--- config.mk ---
export PLATFORM = sky130hd
export DESIGN_NAME = weight_loader_flat
export DESIGN_NICKNAME = d
export VERILOG_FILES = /design/src/rtl/cnn_pkg.sv /design/src/rtl/weight_loader_if.sv /design/src/rtl/kernel_deser.sv /design/src/rtl/weight_loader.sv /design/src/flat_wrapper.sv
export SDC_FILE = /design/constraint.sdc
export NUM_CORES = 1
export LEC_CHECK = 0
export ABC_AREA = 1
export CORE_AREA = 2 2 64 66
export DETAILED_ROUTE_END_ITERATION = 10
export DIE_AREA = 0 0 66 68
export PLACE_DENSITY_LB_ADDON = 0.2
export SETUP_SLACK_MARGIN = 0.15
export SYNTH_ARGS = -nofsm -noshare
export SYNTH_HDL_FRONTEND = slang
export SYNTH_SLANG_ARGS = --single-unit
--- constraint.sdc ---
create_clock -name clk -period 2.1 [get_ports clk]
set_input_delay 0.21 -clock clk [delete_from_list [all_inputs] [get_ports clk]]
set_output_delay 0.21 -clock clk [all_outputs]
set_load 0.05 [all_outputs]
--- src/rtl/cnn_pkg.sv ---
// Shared constants and types for the CNN weight-loading path.
// KERNEL_SIZE / NUM_FEATURES set the kernel geometry; KK is the number
// of weight bits per feature kernel and ADDR_W the weight-memory address width.
package cnn_pkg;

    localparam int KERNEL_SIZE  = 3;
    localparam int NUM_FEATURES = 10;
    localparam int KK           = KERNEL_SIZE * KERNEL_SIZE;
    localparam int ADDR_W       = $clog2(NUM_FEATURES) + 1;

    typedef enum logic [1:0] {
        ST_IDLE  = 2'd0,
        ST_SHIFT = 2'd1,
        ST_WRITE = 2'd2,
        ST_DONE  = 2'd3
    } loader_state_e;

    // Counter width that still works for a single-element count.
    function automatic int cnt_width(input int n);
        return (n > 1) ? $clog2(n) : 1;
    endfunction

endpackage

--- src/rtl/weight_loader_if.sv ---
// Bus between the weight loader, its serial bit source, its controller and
// the weight memory.
//   master : the loader (drives ser_ready, address_w, feature_WrEn,
//            weights_input, busy, done)
//   slave  : the surrounding system (drives start, ser_bit, ser_valid)
interface weight_loader_if #(
    parameter int KK_P = cnn_pkg::KK,
    parameter int AW_P = cnn_pkg::ADDR_W
);
    logic            start;
    logic            ser_bit;
    logic            ser_valid;
    logic            ser_ready;
    logic [AW_P-1:0] address_w;
    logic            feature_WrEn;
    logic            weights_input [KK_P];
    logic            busy;
    logic            done;

    modport master (
        input  start, ser_bit, ser_valid,
        output ser_ready, address_w, feature_WrEn, weights_input, busy, done
    );

    modport slave (
        output start, ser_bit, ser_valid,
        input  ser_ready, address_w, feature_WrEn, weights_input, busy, done
    );
endinterface

--- src/rtl/kernel_deser.sv ---
// Kernel deserialiser: stores each accepted bit at element index bit_cnt
// (element 0 first) and flags when the next accepted bit completes the kernel.
//   clk, rst     : clock, async active-low reset
//   clear_i      : restart a kernel (bit_cnt=0, storage cleared)
//   shift_en_i   : accept bit_i this cycle
//   bit_i        : serial weight bit
//   kernel_d_o   : next-state kernel, includes the bit being accepted now
//   last_o       : bit_cnt is at the final element
module kernel_deser #(
    parameter int KBITS = cnn_pkg::KK
) (
    input  logic clk,
    input  logic rst,
    input  logic clear_i,
    input  logic shift_en_i,
    input  logic bit_i,
    output logic kernel_d_o [KBITS],
    output logic last_o
);
    import cnn_pkg::*;

    localparam int            CW       = cnt_width(KBITS);
    localparam logic [CW-1:0] LAST_IDX = CW'(KBITS - 1);

    logic [CW-1:0] bit_cnt_q, bit_cnt_d;
    logic          kernel_q [KBITS];

    assign last_o = (bit_cnt_q == LAST_IDX);

    always_comb begin
        bit_cnt_d  = bit_cnt_q;
        kernel_d_o = kernel_q;
        if (clear_i) begin
            bit_cnt_d = '0;
            for (int i = 0; i < KBITS; i++) kernel_d_o[i] = 1'b0;
        end else if (shift_en_i) begin
            kernel_d_o[bit_cnt_q] = bit_i;
            bit_cnt_d = last_o ? '0 : bit_cnt_q + CW'(1);
        end
    end

    always_ff @(posedge clk or negedge rst) begin
        if (!rst) begin
            bit_cnt_q <= '0;
            kernel_q  <= '{default: 1'b0};
        end else begin
            bit_cnt_q <= bit_cnt_d;
            kernel_q  <= kernel_d_o;
        end
    end

endmodule

--- src/rtl/weight_loader.sv ---
// Weight loader: on start, deserialises NUM_FEATURES kernels of KK bits each
// and writes each one to the weight memory with a one-cycle active-low strobe.
//   clk, rst : clock, async active-low reset
//   bus      : weight_loader_if.master (start/serial input, memory write port,
//              busy/done status)
//
//   state    | meaning
//   ---------+-----------------------------------------------------
//   ST_IDLE  | waiting for start, serial input not accepted
//   ST_SHIFT | accepting kernel bits for feature feat_cnt
//   ST_WRITE | one-cycle memory write of the assembled kernel
//   ST_DONE  | one-cycle done pulse, then back to idle
module weight_loader #(
    parameter int KERNEL_SIZE  = cnn_pkg::KERNEL_SIZE,
    parameter int NUM_FEATURES = cnn_pkg::NUM_FEATURES
) (
    input  logic clk,
    input  logic rst,
    weight_loader_if.master bus
);
    import cnn_pkg::*;

    localparam int            KBITS     = KERNEL_SIZE * KERNEL_SIZE;
    localparam int            AW        = $clog2(NUM_FEATURES) + 1;
    localparam logic [AW-1:0] LAST_FEAT = AW'(NUM_FEATURES - 1);

    loader_state_e state_q, state_d;
    logic [AW-1:0] feat_q, feat_d;
    logic          clear, accept, last_bit;
    logic          kernel_d [KBITS];

    logic          ser_ready_q, busy_q, done_q, wren_q;
    logic [AW-1:0] addr_q;
    logic          weights_q [KBITS];

    kernel_deser #(.KBITS(KBITS)) u_deser (
        .clk        (clk),
        .rst        (rst),
        .clear_i    (clear),
        .shift_en_i (accept),
        .bit_i      (bus.ser_bit),
        .kernel_d_o (kernel_d),
        .last_o     (last_bit)
    );

    // ser_ready_q is exactly (state_q == ST_SHIFT), so accept matches the
    // handshake seen outside.
    assign accept = (state_q == ST_SHIFT) && bus.ser_valid;

    always_comb begin
        state_d = state_q;
        feat_d  = feat_q;
        clear   = 1'b0;
        case (state_q)
            ST_IDLE: begin
                if (bus.start) begin
                    state_d = ST_SHIFT;
                    feat_d  = '0;
                    clear   = 1'b1;
                end
            end
            ST_SHIFT: begin
                if (accept && last_bit) state_d = ST_WRITE;
            end
            ST_WRITE: begin
                if (feat_q == LAST_FEAT) begin
                    state_d = ST_DONE;
                end else begin
                    state_d = ST_SHIFT;
                    feat_d  = feat_q + AW'(1);
                    clear   = 1'b1;
                end
            end
            ST_DONE: state_d = ST_IDLE;
            default: state_d = ST_IDLE;
        endcase
    end

    // Outputs are registered from the next state so that the write strobe,
    // address and data all change together on the rising edge.
    always_ff @(posedge clk or negedge rst) begin
        if (!rst) begin
            state_q     <= ST_IDLE;
            feat_q      <= '0;
            ser_ready_q <= 1'b0;
            busy_q      <= 1'b0;
            done_q      <= 1'b0;
            wren_q      <= 1'b1;
            addr_q      <= '0;
            weights_q   <= '{default: 1'b0};
        end else begin
            state_q     <= state_d;
            feat_q      <= feat_d;
            ser_ready_q <= (state_d == ST_SHIFT);
            busy_q      <= (state_d == ST_SHIFT) || (state_d == ST_WRITE);
            done_q      <= (state_d == ST_DONE);
            wren_q      <= (state_d != ST_WRITE);
            if (state_d == ST_WRITE) begin
                addr_q    <= feat_q;
                weights_q <= kernel_d;
            end
        end
    end

    assign bus.ser_ready     = ser_ready_q;
    assign bus.busy          = busy_q;
    assign bus.done          = done_q;
    assign bus.feature_WrEn  = wren_q;
    assign bus.address_w     = addr_q;
    assign bus.weights_input = weights_q;

endmodule

--- src/flat_wrapper.sv ---
// flat-port wrapper written by rule: the top's interface ports become plain ports
module weight_loader_flat import cnn_pkg::*;
#(
    parameter int KERNEL_SIZE  = cnn_pkg::KERNEL_SIZE,
    parameter int NUM_FEATURES = cnn_pkg::NUM_FEATURES
)
  (clk, rst, bus_start, bus_ser_bit, bus_ser_valid, bus_ser_ready, bus_address_w, bus_feature_WrEn, bus_weights_input, bus_busy, bus_done);
  weight_loader_if bus_i ();
  input  logic clk;
  input  logic rst;
  input wire logic [$bits(bus_i.start)-1:0] bus_start;
  input wire logic [$bits(bus_i.ser_bit)-1:0] bus_ser_bit;
  input wire logic [$bits(bus_i.ser_valid)-1:0] bus_ser_valid;
  output wire logic [$bits(bus_i.ser_ready)-1:0] bus_ser_ready;
  output wire logic [$bits(bus_i.address_w)-1:0] bus_address_w;
  output wire logic [$bits(bus_i.feature_WrEn)-1:0] bus_feature_WrEn;
  output wire logic [$bits(bus_i.weights_input)-1:0] bus_weights_input;
  output wire logic [$bits(bus_i.busy)-1:0] bus_busy;
  output wire logic [$bits(bus_i.done)-1:0] bus_done;
  assign bus_i.start = bus_start;
  assign bus_i.ser_bit = bus_ser_bit;
  assign bus_i.ser_valid = bus_ser_valid;
  assign bus_ser_ready = bus_i.ser_ready;
  assign bus_address_w = bus_i.address_w;
  assign bus_feature_WrEn = bus_i.feature_WrEn;
  assign bus_weights_input = {>>{bus_i.weights_input}};
  assign bus_busy = bus_i.busy;
  assign bus_done = bus_i.done;
  weight_loader #(.KERNEL_SIZE(KERNEL_SIZE), .NUM_FEATURES(NUM_FEATURES)) u_core (.clk(clk), .rst(rst), .bus(bus_i));
endmodule
; ---- After elaboration in Yosys (flattened, before gate mapping)
; Index checks and enable logic that the tools add are counted.
[word_totals]
wordCells = 68
out_inout_bits = 18
register_bits = 38
inputBits = 5
[classes]
bitwise = 1
mux = 18
order_cmp = 2
reduce_logical = 8
eq_ne = 11
n_addsub = 2
[op_table]
columns = cell, n
row1 = two-way mux 9 bit, 2
row2 = two-way mux 4 bit, 3
row3 = two-way mux 5 bit, 2
row4 = one-hot mux 5 bit (2 select lines), 1
row5 = bitwise mux 9 bit, 1
row6 = == test 2 bit (second input constant), 4
row7 = one-hot mux 2 bit (4 select lines), 1
row8 = two-way mux 2 bit, 3
row9 = != test 2 bit (second input constant), 3
row10 = adder 5 x 1 -> 5 bit (second input constant), 1
row11 = == test 5 x 4 -> 1 bit (second input constant), 1
row12 = greater-or-equal comparator 5 bit (second input constant), 1
row13 = less-than comparator 5 x 1 -> 1 bit (second input constant), 1
row14 = inverter 4 -> 5 bit, 1
row15 = adder 4 x 1 -> 4 bit (second input constant), 1
row16 = demux 1 bit (select 4 bit), 1
row17 = == test 2 x 1 -> 1 bit (second input constant), 2
row18 = == test 4 bit (second input constant), 1
row19 = nonzero test 2 bit, 2
row20 = logical AND 1 bit, 3
row21 = two-way mux 1 bit, 3
row22 = AND reduction 3 bit, 1
row23 = logical NOT 2 bit, 1
row24 = one-hot mux 1 bit (2 select lines), 1
row25 = logical OR 1 bit, 1

; ---- Longest topological paths before layout
; Gate-level depths: netlist of the first run.
[depth]
depth_word = 8
ltp_mapped = 11

; ---- Hierarchy
; From an unflattened synthesis of the first run, not the netlist that was laid out.
[unflattened]
cells_unflattened = 219
hier_area_um2 = 1856.8
[by_module_without_submodules]
columns = mod, cells_per_inst, seq_area_each_um2, area_each_um2, instances
row1 = weight_loader, 122, 626.9, 1138.6, 1
row2 = kernel_deser, 97, 325.3, 718.2, 1

; ---- Worst setup path after synthesis of the first run
; OpenSTA, ideal clock, no wires.
[synth_timing]
kind = register to register
from = register u_core.u_deser.bit_cnt_q[0]
to = register u_core.weights_q, in the netlist u_core.bus.weights_input[2]
path_buffers = 1
stages_incl_launch_ff = 12
arrival_time_ns = 1.737
setup_slack_ns = 0.245
synth_period_minus_slack_ns = 1.855
cell_sequence = dfrtp_1 -> inv_1 -> ha_1 -> nand3_1 -> nor2_1 -> o21ai_1 -> nor2_2 -> ha_1 -> inv_1 -> buf_2 -> nand2_1 -> nand2_1
[synth_via]
elab_chain_cells = 8
elab_cells_between_ends = 14
[synth_rtl]
columns = element, line
row1 = "start, declared", kernel_deser.sv:25  ; logic [CW-1:0] bit_cnt_q, bit_cnt_d;
row2 = "start signal, assigned", kernel_deser.sv:47  ; bit_cnt_q <= bit_cnt_d;
row3 = inverter 4 -> 5 bit (not written as such), kernel_deser.sv:37  ; kernel_d_o[bit_cnt_q] = bit_i;
row4 = greater-or-equal comparator 5 bit (not written as such) or less-than comparator 5 x 1 -> 1 bit (tied branches), kernel_deser.sv:37
row5 = logical AND 1 bit (not written as such), kernel_deser.sv:37
row6 = two-way mux 1 bit (not written as such), kernel_deser.sv:37
row7 = demux 1 bit (select 4 bit), kernel_deser.sv:37
row8 = bitwise mux 9 bit, kernel_deser.sv:37
row9 = two-way mux 9 bit, kernel_deser.sv:36  ; end else if (shift_en_i) begin
row10 = two-way mux 9 bit, kernel_deser.sv:33  ; if (clear_i) begin
row11 = "end signal, assigned", weight_loader.sv:100  ; weights_q <= kernel_d;
row12 = "end, declared", weight_loader.sv:34  ; logic weights_q [KBITS];
; Several ways; a longest one is shown, not always the timed one.
; A chain may end at the register's enable or synchronous reset.

; ---- Final worst setup path of the first run
[layout_timing]
from = register u_core.u_deser.bit_cnt_q[1]
to = register u_core.weights_q, in the netlist u_core.bus.weights_input[0]
; Same word-level chain as after synthesis.

==> results.sh, run 1 <==
export IMPL_hp_class="in -> async"
export IMPL_layout_commonest_cell="nand2_1"
export IMPL_cts_reportedPaths_clkPinSlew_ps=80
export IMPL_vias_per_cell=4.86
export IMPL_grt_ovfl_total=0
export IMPL_insertion_delay_ps=290
export IMPL_preCtsSetupSlack_ps=-35.1
export IMPL_min_period_over_period_pct=88.1
export IMPL_htreeDepth=2
export IMPL_wl_per_cell_um=12.2
export IMPL_grt_pass1_wl_um=6910
export IMPL_synth_xor_xnor_area_share_pct=1.76
export IMPL_yosys_mux_area_fraction_pct=0
export IMPL_totalWireLength_um=3970
export IMPL_cts_hold_buf=0
export IMPL_end_kind="register"
export IMPL_cp_max_fo=5
export IMPL_max_freq_mhz=541
export IMPL_synth_cells=238
export IMPL_vias=1581
export IMPL_syn_area_um2=1990
export IMPL_die_area_um2=4490
export IMPL_io_buffers=22
export IMPL_drt_iter0_drc=93
export IMPL_synth_compound_area_share_pct=2.83
export IMPL_cts_tree="built"
export IMPL_drv_cap=0
export IMPL_skew_ps=9.64
export IMPL_fin_ws_ps=251
export IMPL_cts_root_buf="clkbuf_8"
export IMPL_yosysUniqueCellTypes=24
export IMPL_powerDensity_nw_per_um2=1120
export IMPL_synth_top_family_by_area="simple AND/OR/NAND/NOR gates"
export IMPL_rsz0062_at_grt="no"
export IMPL_leakage_nw=1.23
export IMPL_die_h_um=68
export IMPL_place_hpwl_um=2670
export IMPL_syn_avg_cell_area_um2=8.36
export IMPL_dp_cells=307
export IMPL_ys_seq_area_share_pct=47.9
export IMPL_ir_drop_mv=0.658
export IMPL_grt_usage_pct=20.2
export IMPL_crit_type="reg -> reg"
export IMPL_crit_arrival_ps=2080
export IMPL_drc_errors=0
export IMPL_hold_viol=0
export IMPL_antenna_found_initial=0
export IMPL_antenna_left=0
export IMPL_mostFrequentLayoutCells="nand2_1, dfrtp_1, nor2_1, inv_1, clkdlybuf4s50_1"
export IMPL_fp_coreArea_um2=3860
export IMPL_cts_sink_count=38
export IMPL_rows=23
export IMPL_finalSetupTns_ps=0
export IMPL_crit_path_start_kind="register"
export IMPL_status="complete, no violations"
export IMPL_setup_viol=0
export IMPL_synth_top_area_cell="dfrtp_1"
export IMPL_finalInstanceArea_um2=2460
export IMPL_worstMarginPinSlew_ps=823
export IMPL_io_pins=23
export IMPL_n_antenna_cell=0
export IMPL_synth_top_area_share_pct=46.5
export IMPL_ys_ff_latch=38
export IMPL_start_util_pct=51.6
export IMPL_maxSlewHeadroom_pct=45.1
export IMPL_final_layout_size_suffix_gt1_share_pct=18.9
export IMPL_first_global_vias=1556
export IMPL_ff2ff_setup_slack_ps=250
export IMPL_gp_congestion=0.889
export IMPL_yosys_warnings=0
export IMPL_grt_max_degree=39
export IMPL_clockBufferDepth=2
export IMPL_synth_nets=252
export IMPL_cp_required_ps=2330
export IMPL_numCtsBuffers=5
export IMPL_drt_pass1_iterations=4
export IMPL_synth_fa_ha_area_share_pct=5.66
export IMPL_period_needed_ps=1850
export IMPL_syn_to_final_growth_pct=23.5
export IMPL_die_w_um=66
export IMPL_slew_viol_final=0
export IMPL_fin_nets=288
export IMPL_synth_area_leaders="dfrtp_1, nand2_1, ha_1, inv_1, nor2_1"
export IMPL_placed_area_um2=2240
export IMPL_synth_simple_gate_area_share_pct=33.5
export IMPL_instances_no_fill=325
sequential cells by signal (all words and copies together) (netlist names):
name / flops
u_core.bus.address_w: 5
u_core.bus.busy: 1
u_core.bus.done: 1
u_core.bus.feature_WrEn: 1
u_core.bus.ser_ready: 1
u_core.bus.weights_input: 9
u_core.feat_q: 5
u_core.state_q: 2
u_core.u_deser.bit_cnt_q: 4
u_core.u_deser.kernel_q: 9
routing by layer:
| metal | vias to the layer above | GRT usage [%] | share of wire (%) | routed length, um |
|---|---|---|---|---|
| li1 | 816 | - | - | - |
| met4 | 0 | 6.38 | 1.1 | 43 |
| met2 | 30 | 32.6 | 49 | 1940 |
| met3 | 5 | 5.76 | 3.8 | 151 |
| met5 | - | 0 | 0 | 0 |
| met1 | 730 | 26.7 | 46 | 1840 |
cells by family (layout without fill, tap and decap cells):
group                    after synthesis  after routing
flip-flops                            38             38
buffers and inverters                 36             73
AND/OR/NAND/NOR                      140            140
adder cells (fa/ha/maj)                9              9
AO/OA/AOI/OAI                         11             11
XOR/XNOR                               4              4
cell usage after synthesis, drive strengths merged:
master / number
buf: 6
nand2: 81
ha: 9
dfstp: 1
nand4: 11
clkinv: 1
o21ai: 10
o22ai: 1
dfrtp: 37
nor2: 28
xor2: 4
inv: 29
and3: 9
nand3: 11
path summary, 6_finish.rpt:
path,to,start,depth (start not counted)
setup / recovery,u_core.bus.weights_input[0],u_core.u_deser.bit_cnt_q[1],13
hold / removal,u_core.bus.weights_input[2],rst,1
setup reg to reg,u_core.bus.weights_input[0],u_core.u_deser.bit_cnt_q[1],13
hold reg to reg,u_core.bus.address_w[0],u_core.bus.address_w[0],2
max in group asynchronous,u_core.u_deser.bit_cnt_q[2],rst,1
min in group clk,u_core.bus.address_w[0],u_core.bus.address_w[0],2
cell type report:
cell class                 count  area, um2
sequential                    38        953
clock inverter                 2       12.5
timing repair buffer          35        325
tap                           50       62.6
fill                         359       1400
clock buffer                   6       82.6
multi-input combinational    164        901
inverter                      30        119
power breakdown:
part | leakage (nW) | total, mW | switching [mW] | internal (mW)
combinational | 0.686 | 1.21 | 0.764 | 0.450
sequential | 0.499 | 1.02 | 0.110 | 0.909
clock | 0.0472 | 0.521 | 0.257 | 0.264
what timing repair did:
| action | CTS | global route |
|---|---|---|
| resized for setup | 6 | 6 |
| gates cloned | 0 | 0 |
| endpoints found under the hold margin | 0 | 0 |
| pin swaps | 3 | 1 |
| setup endpoints to repair | 15 | 16 |
| buffers inserted | 9 | 1 |
critical path, cell delays in order, from the launching register on:
cell and delay, ps:
dfrtp_1 390, inv_2 70, ha_4 180, nand3_2 130, nor2_4 50, buf_4 120
buf_4 120, buf_4 120, buf_4 120, buf_4 120, buf_4 120, nand2_1 60
nand4_1 120, nand2_1 90
through the flow:
step	utilization [%]	total power, mW	hold slack, ps
floorplan	-	1.88	-85.6
global placement	58.0	2.13	351
detailed placement	58.0	2.14	357
CTS	63.0	2.73	37.6
global route	63.7	2.97	80.3
finish	63.7	2.75	14.2
Power figures use the tool's default switching activity.
==> inputs of run 2 (changes only) <==
--- a/config.mk
+++ b/config.mk
@@ -9,6 +9,7 @@
 export CORE_AREA = 2 2 64 66
 export DETAILED_ROUTE_END_ITERATION = 10
 export DIE_AREA = 0 0 66 68
+export GPL_TIMING_DRIVEN = 0
 export PLACE_DENSITY_LB_ADDON = 0.2
 export SETUP_SLACK_MARGIN = 0.15
 export SYNTH_ARGS = -nofsm -noshare
==> run 2 against run 1 <==
Worst setup slack gained 25 ps; combinational power rose by 6%; critical path type unchanged; die area did not move; first-iteration DRC count down 13%; clock power grew 48%; design area increased by 1.6%; critical path depth is 3 lower; cell count is 0.62% lower; wire length increased by 1.3%; global-route usage fell by 0.67 points.
==> results.sh, run 2 (synthesized netlist as in run 1, its figures left out) <==
export IMPL_status="complete, no violations"
export IMPL_placed_area_um2=2270
export IMPL_first_global_vias=1525
export IMPL_antenna_found_initial=0
export IMPL_grt_pass1_wl_um=6680
export IMPL_power_net_switching_mw=1.17
export IMPL_fp_coreArea_um2=3860
export IMPL_rsz0062_at_grt="no"
export IMPL_place_hpwl_um=2750
export IMPL_grt_usage_pct=19.6
export IMPL_ff2ff_path_depth=10
export IMPL_clockBufferDepth=2
export IMPL_intPower_mw=1.89
export IMPL_totalWireLength_um=4020
export IMPL_die_h_um=68
export IMPL_leakage_nw=1.24
export IMPL_grt_ovfl_total=0
export IMPL_cts_tree="built"
export IMPL_layout_commonest_cell="nand2_1"
export IMPL_drt_pass1_iterations=4
export IMPL_grt_max_degree=39
export IMPL_die_w_um=66
export IMPL_crit_path_start_kind="register"
export IMPL_drv_cap=0
export IMPL_finalInstanceArea_um2=2500
export IMPL_mostFrequentLayoutCells="nand2_1, dfrtp_1, nor2_1, inv_1, clkdlybuf4s50_1"
export IMPL_instances_no_fill=323
export IMPL_numCtsBuffers=5
export IMPL_period_needed_ps=1820
export IMPL_cp_required_ps=2330
export IMPL_cts_reportedPaths_clkPinSlew_ps=70
export IMPL_n_antenna_cell=0
export IMPL_worstMarginPinSlew_ps=812
export IMPL_worstReg2RegStart="u_core.u_deser.bit_cnt_q[1]"
export IMPL_syn_to_final_growth_pct=25.5
export IMPL_ff2ff_setup_slack_ps=280
export IMPL_p_seq_share_pct=32.9
export IMPL_drc_errors=0
export IMPL_final_layout_size_suffix_gt1_share_pct=17.9
export IMPL_vias_per_cell=4.89
export IMPL_cts_sink_count=38
export IMPL_skew_ps=6.56
export IMPL_io_buffers=22
export IMPL_cts_hold_buf=0
export IMPL_drt_iter0_drc=81
export IMPL_antenna_left=0
export IMPL_min_period_over_period_pct=86.9
export IMPL_cts_root_buf="clkbuf_8"
export IMPL_cp_max_fo=10
export IMPL_powerDensity_nw_per_um2=1220
export IMPL_dp_cells=310
export IMPL_hp_class="in -> async"
export IMPL_die_area_um2=4490
export IMPL_wl_per_cell_um=12.5
export IMPL_r2r_end="u_core.bus.weights_input[7]"
export IMPL_comb_power_share_pct=41.9
export IMPL_vias=1579
export IMPL_max_freq_mhz=548
export IMPL_io_pins=23
export IMPL_crit_arrival_ps=2050
export IMPL_end_kind="register"
export IMPL_clkPwrFrac_pct=25.2
export IMPL_crit_type="reg -> reg"
export IMPL_slew_viol_final=0
export IMPL_start_util_pct=51.6
export IMPL_maxSlewHeadroom_pct=45.8
export IMPL_hold_viol=0
export IMPL_rows=23
export IMPL_switching_share_pct=38.1
export IMPL_insertion_delay_ps=290
export IMPL_fin_nets=286
export IMPL_ir_drop_mv=0.691
export IMPL_htreeDepth=2
export IMPL_gp_congestion=0.864
export IMPL_setup_viol=0
export IMPL_timing_hold_ws_ps=8.73
-- run 2: cell count changes in the layout (fill, tap and decap cells not counted), moves of 2 or more --
cell        before  now
bufinv_16        0    2
buf_6            0    2
clkinvlp_4       2    0
buf_4           12    6
-- run 2: what timing repair did --
| action | CTS | global route |
|---|---|---|
| setup endpoints to repair | 15 | 13 |
| gates resized for setup | 9 | 5 |
| cloned | 0 | 0 |
| pin swaps | 1 | 3 |
| buffers inserted | 2 | 3 |
-- run 2: worst max-delay path: stages, from the launching register on --
cell      delay [ps]
dfrtp_1          410
inv_2            100
ha_4             170
nand3_2          100
nor2_2           120
o21ai_1           90
nor2_2           200
ha_4             180
clkbuf_4         200
nand4_1          130
nand2_1           80
-- run 2: per-stage QoR --
stage	utilization [%]	setup slack, ps	total power, mW	setup TNS [ps]
floorplan	-	245	1.88	0
detailed placement	58.8	-104	2.17	-877
global placement	58.9	-109	2.14	-3280
finish	64.7	276	3.06	0
CTS	63.4	156	3.00	0
global route	64.7	131	3.26	0
-- run 2: final cells by class --
class,instances,area [um2]
fillers,352,1360
flip-flops and latches,38,952
multi-input cells,164,913
repair buffers,27,253
inverters,30,115
clock buffers,6,82.6
well taps,50,62.6
clock inverters,2,60.1
plain buffers,6,57.6
-- run 2: metal layers --
| layer | up-vias | routed length [um] | share of wire, % | track usage, % |
|---|---|---|---|---|
| met4 | 0 | 76 | 1.9 | 9.18 |
| met5 | - | 0 | 0 | 0 |
| li1 | 810 | - | - | - |
| met2 | 30 | 1970 | 49 | 31.6 |
| met1 | 730 | 1880 | 47 | 26.2 |
| met3 | 9 | 103 | 2.6 | 2.96 |
-- run 2: worst max-delay path by stage --
stage	startpoint	to	slack, ps	cells after the start
floorplan	u_core.u_deser.bit_cnt_q[0]	u_core.bus.weights_input[2]	240	11
global placement	bus_ser_valid	u_core.bus.weights_input[5]	-110	10
detailed placement	bus_ser_valid	u_core.bus.weights_input[2]	-100	10
CTS	u_core.u_deser.bit_cnt_q[1]	u_core.bus.weights_input[7]	160	10
global route	u_core.u_deser.bit_cnt_q[1]	u_core.bus.weights_input[6]	130	11
finish	u_core.u_deser.bit_cnt_q[1]	u_core.bus.weights_input[7]	280	10
-- run 2: power by group through the flow --
stage	sequential [mW]	combinational, mW	clock, mW
5_1_grt	1.03	1.42	0.818
3_5_place_dp	1.02	1.15	0
4_1_cts	1.00	1.22	0.784
6_report	1.00	1.28	0.769
2_1_floorplan	1.18	0.700	0
3_3_place_gp	1.02	1.13	0
==> inputs of run 3 (changes only) <==
--- a/config.mk
+++ b/config.mk
@@ -5,10 +5,10 @@
 export SDC_FILE = /design/constraint.sdc
 export NUM_CORES = 1
 export LEC_CHECK = 0
-export ABC_AREA = 1
-export CORE_AREA = 2 2 64 66
+export CORE_AREA = 2 2 65 67
+export CTS_CLUSTER_DIAMETER = 150
 export DETAILED_ROUTE_END_ITERATION = 10
-export DIE_AREA = 0 0 66 68
+export DIE_AREA = 0 0 67 69
 export GPL_TIMING_DRIVEN = 0
 export PLACE_DENSITY_LB_ADDON = 0.2
 export SETUP_SLACK_MARGIN = 0.15
==> run 3 against run 2 <==
Utilization is 7.3 points higher; total power is 8.5% lower; worst hold slack better by 19 ps; via count up 10%; critical endpoint is now u_core.bus.address_w[2]; largest power group unchanged.
==> results.sh, run 3 <==
export IMPL_synth_top_area_share_pct=44.3
export IMPL_status="complete, no violations"
export IMPL_grt_usage_pct=23.8
export IMPL_die_h_um=69
export IMPL_start_util_pct=53.5
export IMPL_synth_nets=203
export IMPL_ir_drop_mv=0.511
export IMPL_drc_errors=0
export IMPL_leakage_nw=1.16
export IMPL_powerDensity_nw_per_um2=992
export IMPL_vias=1744
export IMPL_rsz0062_at_grt="yes"
export IMPL_synth_xor_xnor_area_share_pct=0
export IMPL_insertion_delay_ps=300
export IMPL_yosys_warnings=0
export IMPL_crit_path_start_kind="register"
export IMPL_nFillCells=278
export IMPL_max_freq_mhz=489
export IMPL_vias_per_cell=5.97
export IMPL_period_needed_ps=2040
export IMPL_syn_to_final_growth_pct=34.7
export IMPL_cts_hold_buf=0
export IMPL_place_hpwl_um=2970
export IMPL_clockBufferDepth=2
export IMPL_layout_commonest_cell="dfrtp_1"
export IMPL_synth_common_cells="dfrtp_1, a21oi_1, inv_1, nand2_1"
export IMPL_totalWireLength_um=5030
export IMPL_grt_max_degree=39
export IMPL_timing_hold_ws_ps=27.4
export IMPL_dp_cells=261
export IMPL_synth_area_leaders="dfrtp_1, a22oi_2, ha_1, a21oi_1, mux2_2"
export IMPL_synth_most_common_cell="dfrtp_1"
export IMPL_die_w_um=67
export IMPL_maxSlewHeadroom_pct=42.5
export IMPL_synth_edf_count=0
export IMPL_yosys_mux_area_fraction_pct=4.13
export IMPL_cts_sink_count=38
export IMPL_end_kind="register"
export IMPL_cp_required_ps=2280
export IMPL_drv_cap=0
export IMPL_slew_viol_final=0
export IMPL_rows=23
export IMPL_crit_type="reg -> reg"
export IMPL_min_period_over_period_pct=97.4
export IMPL_htreeDepth=2
export IMPL_syn_avg_cell_area_um2=11.1
export IMPL_fin_nets=255
export IMPL_cts_tree="built"
export IMPL_crit_arrival_ps=2230
export IMPL_ys_seq_area_share_pct=45.5
export IMPL_numCtsBuffers=5
export IMPL_cts_root_buf="clkbuf_8"
export IMPL_synth_top_flop_cell="dfrtp_1"
export IMPL_drt_iter0_drc=99
export IMPL_register_area_um2=952
export IMPL_io_buffers=22
export IMPL_drt_pass1_iterations=4
export IMPL_synth_simple_gate_area_share_pct=16.0
export IMPL_synth_cells=189
export IMPL_grt_ovfl_total=0
export IMPL_finalSetupTns_ps=0
export IMPL_worstMarginPinSlew_ps=863
export IMPL_io_pins=23
export IMPL_skew_ps=6.00
export IMPL_first_global_vias=1732
export IMPL_multi_input_area_um2=1140
export IMPL_synth_fa_ha_area_share_pct=5.38
export IMPL_final_layout_size_suffix_gt1_share_pct=33.9
export IMPL_antenna_found_initial=0
export IMPL_ys_ff_latch=38
export IMPL_synth_compound_area_share_pct=23.1
export IMPL_cp_max_fo=5
export IMPL_fp_coreArea_um2=3910
export IMPL_setup_viol=0
export IMPL_hold_viol=0
export IMPL_hp_class="in -> async"
export IMPL_yosysUniqueCellTypes=42
export IMPL_mostFrequentLayoutCells="dfrtp_1, clkdlybuf4s50_1, buf_4"
export IMPL_synthArstFlopShare_pct=100
export IMPL_grt_pass1_wl_um=8220
export IMPL_antenna_left=0
export IMPL_n_antenna_cell=0
export IMPL_synth_top_family_by_area="compound AO/OA/AOI/OAI gates"
export IMPL_cts_reportedPaths_clkPinSlew_ps=70
export IMPL_synth_top_area_cell="dfrtp_1"
export IMPL_syn_area_um2=2090
export IMPL_instances_no_fill=292
export IMPL_die_area_um2=4620
export IMPL_gp_congestion=0.914
export IMPL_wl_per_cell_um=17.2
## run 3: what timing repair did
action	CTS	global route
buffers inserted	16	5
pin swaps	5	5
hold endpoints to repair	0	0
cloned	2	0
endpoints found under the setup margin	15	14
resized for setup	16	1
## run 3: per-stage QoR
stage | setup slack [ps] | power, mW | util [%] | instance area (um2)
floorplan | 55.4 | 1.79 | - | 2140
global placement | -245 | 2.02 | 61.9 | 2420
detailed placement | -292 | 2.07 | 61.8 | 2420
CTS | 89.3 | 2.73 | 70.7 | 2770
global route | -59.1 | 2.96 | 72.0 | 2820
finish | 55.0 | 2.80 | 72.0 | 2820
## run 3: kinds of logic after synthesis
| logic type | Yosys count |
|---|---|
| flops | 38 |
| fa+ha+maj | 9 |
| simple gates | 54 |
| compound gates | 56 |
| buf+inv | 24 |
| mux | 8 |
## run 3: routing by layer
metal / part of all wire (%) / routed length [um] / up-vias / track usage, %
met5: 0 / 0 / - / 0
met4: 2.0 / 101 / 0 / 11.6
met3: 5.4 / 272 / 7 / 6.36
met2: 48 / 2410 / 59 / 33.6
met1: 45 / 2250 / 871 / 33.4
li1: - / - / 807 / -
## run 3: worst paths after layout
| kind | startpoint | end | slack [ps] | cells after the start |
|---|---|---|---|---|
| setup / recovery | u_core.feat_q[0] | u_core.bus.address_w[2] | 60 | 8 |
| hold / removal | rst | u_core.bus.address_w[1] | 30 | 1 |
| setup reg to reg | u_core.feat_q[0] | u_core.bus.address_w[2] | 60 | 8 |
| hold reg to reg | u_core.bus.address_w[0] | u_core.bus.address_w[0] | 520 | 1 |
| max in group asynchronous | rst | u_core.u_deser.kernel_q[0] | 1540 | 1 |
| min in group clk | u_core.bus.address_w[0] | u_core.bus.address_w[0] | 520 | 1 |
## run 3: power breakdown
part	leakage (nW)	internal (mW)	total, mW	switching [mW]
clock network	0.0482	0.265	0.520	0.255
registers	0.505	0.906	1.02	0.112
logic	0.610	0.527	1.26	0.732
## run 3: cell type report
class,count,share of cell area (%)
Tap cell,50,2.22
Clock buffer,7,3.06
Inverter,11,1.46
Timing Repair Buffer,44,15.1
Buffer,13,3.64
Multi-Input combinational cell,128,40.6
Clock inverter,1,0.178
Sequential cell,38,33.8
## run 3: worst max-delay path, cell delays in order (launching register included)
cell,delay (ps)
dfrtp_1,430
ha_1,190
nand4bb_1,170
nor2_2,200
o22a_1,220
ha_4,200
buf_12,120
buf_16,110
mux2_4,290
